`src/rtl/mod_counter_ctrl.sv`:
```
// Modulo-N up/down counter with synchronous clamped load, a registered wrap pulse,
// and a two-state snapshot register that holds a captured count until acknowledged.
module mod_counter_ctrl #(
  parameter int WIDTH   = 4,
  parameter int MODULUS = 10
) (
  input  logic             C,
  input  logic             R,
  input  logic             EN,
  input  logic             UP,
  input  logic             LD,
  input  logic [WIDTH-1:0] LD_VAL,
  input  logic             SNAP_REQ,
  input  logic             SNAP_ACK,
  output logic [WIDTH-1:0] Q,
  output logic [WIDTH-1:0] Qbar,
  output logic             TC,
  output logic [WIDTH-1:0] SNAP_VAL,
  output logic             SNAP_VLD
);

  // One extra bit so MODULUS = 2**WIDTH is representable for the load clamp.
  localparam logic [WIDTH:0]   MOD_EXT = (WIDTH + 1)'(MODULUS);
  localparam logic [WIDTH-1:0] TOP     = WIDTH'(MODULUS - 1);

  typedef enum logic {
    IDLE = 1'b0,
    HOLD = 1'b1
  } snap_state_t;

  logic [WIDTH-1:0] count_q, count_d;
  logic             tc_q, tc_d;
  logic [WIDTH-1:0] snap_q;
  snap_state_t      state_q, state_d;
  logic             capture;

  // NOTE: every signal driven here gets a default first, so no path can infer a latch.
  always_comb begin
    count_d = count_q;
    tc_d    = 1'b0;
    if (LD) begin
      count_d = ({1'b0, LD_VAL} < MOD_EXT) ? LD_VAL : TOP;
    end else if (EN) begin
      if (UP) begin
        if (count_q == TOP) begin
          count_d = '0;
          tc_d    = 1'b1;
        end else begin
          count_d = count_q + 1'b1;
        end
      end else begin
        if (count_q == '0) begin
          count_d = TOP;
          tc_d    = 1'b1;
        end else begin
          count_d = count_q - 1'b1;
        end
      end
    end
  end

  // An ACK that accepts in HOLD returns to IDLE; a REQ on that same edge is not seen.
  always_comb begin
    state_d = state_q;
    capture = 1'b0;
    case (state_q)
      IDLE: begin
        if (SNAP_REQ) begin
          capture = 1'b1;
          state_d = HOLD;
        end
      end
      HOLD: begin
        if (SNAP_ACK) state_d = IDLE;
      end
      default: state_d = IDLE;
    endcase
  end

  // NOTE: state registers use non-blocking assignments so every flop samples pre-edge values.
  always_ff @(posedge C or posedge R) begin
    if (R) begin
      count_q <= '0;
      tc_q    <= 1'b0;
      snap_q  <= '0;
      state_q <= IDLE;
    end else begin
      count_q <= count_d;
      tc_q    <= tc_d;
      state_q <= state_d;
      if (capture) snap_q <= count_q;
    end
  end

  assign Q        = count_q;
  assign Qbar     = ~count_q;
  assign TC       = tc_q;
  assign SNAP_VAL = snap_q;
  assign SNAP_VLD = (state_q == HOLD);

endmodule

```
`config.mk`:
```
export PLATFORM = sky130hd
export DESIGN_NAME = mod_counter_ctrl
export DESIGN_NICKNAME = d
export VERILOG_FILES = /design/src/rtl/mod_counter_ctrl.sv
export SDC_FILE = /design/constraint.sdc
export NUM_CORES = 1
export LEC_CHECK = 0
export BUFFER_PORTS_ARGS = -buffer_cell sky130_fd_sc_hd__buf_2
export CORE_UTILIZATION = 44
export CTS_CLUSTER_SIZE = 40
export DETAILED_ROUTE_END_ITERATION = 7
export PLACE_DENSITY = 0.75
export SYNTH_ARGS = -nofsm -noshare
export SYNTH_HDL_FRONTEND = slang
export SYNTH_SLANG_ARGS = --single-unit
```
`constraint.sdc`:
```
create_clock -name C -period 1.4 [get_ports C]
set_input_delay 0.14 -clock C [delete_from_list [all_inputs] [get_ports C]]
set_output_delay 0.14 -clock C [all_outputs]
set_load 0.01 [all_outputs]
```
==> results.toml <==
[sta]
fin_skew_ns = 0.003001
setup_viol = 0
rsz0062_at_grt = "no"
fin_ws_ns = 0.06825
hold_violations = 0
worstMarginPinSlew_ns = 0.3738
relSlewSlack = 0.7444
max_clock_freq_mhz = 750.9
final_max_slew_viol_count = 0
fin_crit_ns = 1.332
min_period_over_period = 0.9512
tns_ns = 0

[routing]
drtPass1Iterations = 4
drc_errors = 0
viasPerCell = 5.306
ant_nets = 0
wl_microns = 1295
wl_per_cell_microns = 11.99
vias = 573
drt_iter0_markers = 9

[cells_and_area]
diodes = 0
fin_nets = 107
drive_gt1_frac = 0.3723
syn_to_final_growth_pct = 30.54
fin_area_sq_um = 759.5
final_util = 0.6485

[clock_network]
numCtsBuffers = 3
htree_levels = 1
cts_setup_buffers = 0
root_buffer = "clkbuf_4"
cts_tree = "done"
ctsLongestPathBuffers = 2
insertion_delay_ns = 0.26
path_clk_slew_ns = 0.06
clock-sinks = 10

[power_and_ir_drop]
power_frac_seq = 0.426
ir_worst_vdd_uv = 623.2
power.total_mw = 0.8638
total_leakage_power_nw = 0.3773
p_switching_mw = 0.2976
pwr-share-clk = 0.224
p_sw_frac = 0.3445
p_int_mw = 0.5662
power_frac_comb = 0.350
pwr_density_cell_nw_per_um2 = 1137

[setup_path]
crit_arrival_ns = 1.47
crit_path_end_kind = "flop"
critPathKind = "reg -> reg"
critPathRequiredTime_ns = 1.54
crit_fanout = 3
critPathLaunchType = "flop"

[hold_path]
worstHoldPathType = "in -> reg"

[synth]
ys_warn_count = 0
syn_area_sq_um = 581.8
ys_ff_latch = 10
avgSynthCellArea_sq_um = 8.684
synth_area_leaders = "dfrtp_1 (43%), o21ai_0 (8.6%), nand2_1 (5.8%)"
synth-seq-area-share = 0.4301
synthCells = 67
synth_cell_types = 27
ys_dominant_reg_cell = "dfrtp_1"
synth.top_cell.area_share = 0.4301
synth_top_area_cell = "dfrtp_1"
ys_top_cells_by_count = "dfrtp_1 (10), o21ai_0 (10), nand2_1 (9)"
synth_nets = 78
synth_edf_count = 0
ys_async_sr_fraction = 1.000

[grt]
grt_pass1_wl_microns = 2139
grt_max_degree = 13
grt_pass1_vias = 476
grt-ovfl-total = 0
track_usage = 0.2141
antenna_found_initial = 0

[die]
initial_core_util = 0.4968
ios = 25
coreArea_sq_um = 1171
die_w_microns = 38.37
dieArea_sq_um = 1472
rows = 12
die_y_microns = 38.37

[run_status]
status = "complete, no violations"

[placement]
gp_congestion = 0.8283
port_buffers = 24
dpl-instance-area_sq_um = 718.2
preCtsSetupSlack_ns = 0.09726
dp_hpwl_microns = 973.7

[run]
cap_violations = 0
final cells by class:
type / count / area [sq um]
clock buffers: 3 / 22.52
inverters: 7 / 26.28
multi-input cells: 45 / 282.8
repair buffers: 29 / 160.2
flip-flops and latches: 10 / 250.2
fillers: 113 / 411.6
well taps: 14 / 17.52
cells in the final DEF (no fill, tap or decap), types with 2 or more instances in the layout:
cell,count
buf_2,24
buf_4,4
clkbuf_4,3
dfrtp_1,10
inv_1,7
nand2_1,9
nand3_1,2
nor2_1,2
nor2b_1,2
o21ai_0,10
xnor2_1,2
power by group through the flow:
| stage | clock network (mW) | registers (mW) | logic [mW] |
|---|---|---|---|
| 3_5_place_dp | 0 | 0.372 | 0.296 |
| 5_1_grt | 0.213 | 0.375 | 0.337 |
| 3_3_place_gp | 0 | 0.370 | 0.290 |
| 6_report | 0.194 | 0.368 | 0.302 |
| 4_1_cts | 0.200 | 0.367 | 0.299 |
| 2_1_floorplan | 0 | 0.392 | 0.157 |
routing by layer:
metal,global-route usage,up-vias,wire length (microns)
met2,0.3051,20,607
met3,0.05233,3,62
li1,-,288,-
met4,0.1034,0,15
met5,0,-,0
met1,0.2986,262,610
cell families (layout without fill, tap and decap cells):
group,after synthesis,count (layout),share of synthesized area
flip-flops,10,10,0.4301
AO/OA/AOI/OAI,19,19,0.2215
buffers and inverters,12,39,0.09893
XOR/XNOR,3,3,0.04517
AND/OR/NAND/NOR,23,23,0.2043
worst max-delay path, cell delays in order (launching register included):
cell and delay [ns]:
dfrtp_1 0.39, or4b_4 0.55, nor3_2 0.20, nor4_1 0.07
through the flow:
| step | instances | hold WS [ns] |
|---|---|---|
| after floorplan | 67 | -0.01982 |
| after global placement | 104 | 0.1270 |
| after detailed placement | 104 | 0.1348 |
| after CTS | 108 | 0.05560 |
| after global routing | 108 | 0.06559 |
| final | 108 | 0.05515 |
worst paths after layout:
path / start / end / slack (ns) / cells after the start
max: Q[0]$_DFFE_PP0P_ / Q[3]$_DFFE_PP0P_ / 0.07 / 3
min: SNAP_ACK / SNAP_VLD$_DFF_PP0_ / 0.06 / 2
max reg2reg: Q[0]$_DFFE_PP0P_ / Q[3]$_DFFE_PP0P_ / 0.07 / 3
min reg2reg: SNAP_VAL[3]$_DFFE_PP0P_ / SNAP_VAL[3]$_DFFE_PP0P_ / 0.48 / 2
max in group asynchronous: R / TC$_DFF_PP0_ / 0.73 / 3
min in group asynchronous: R / Q[0]$_DFFE_PP0P_ / 0.39 / 3
timing repair:
action	4_1_cts	5_1_grt
hold endpoints to repair	10	0
gates resized for setup	0	2
endpoints found under the setup margin	0	1
hold buffers	1	0
state kept, by name, indices dropped and copies added, names as in the netlist:
signal	cells
Q	4
SNAP_VAL	4
SNAP_VLD	1
TC	1
No activity file was read; power rests on OpenSTA's default activity.
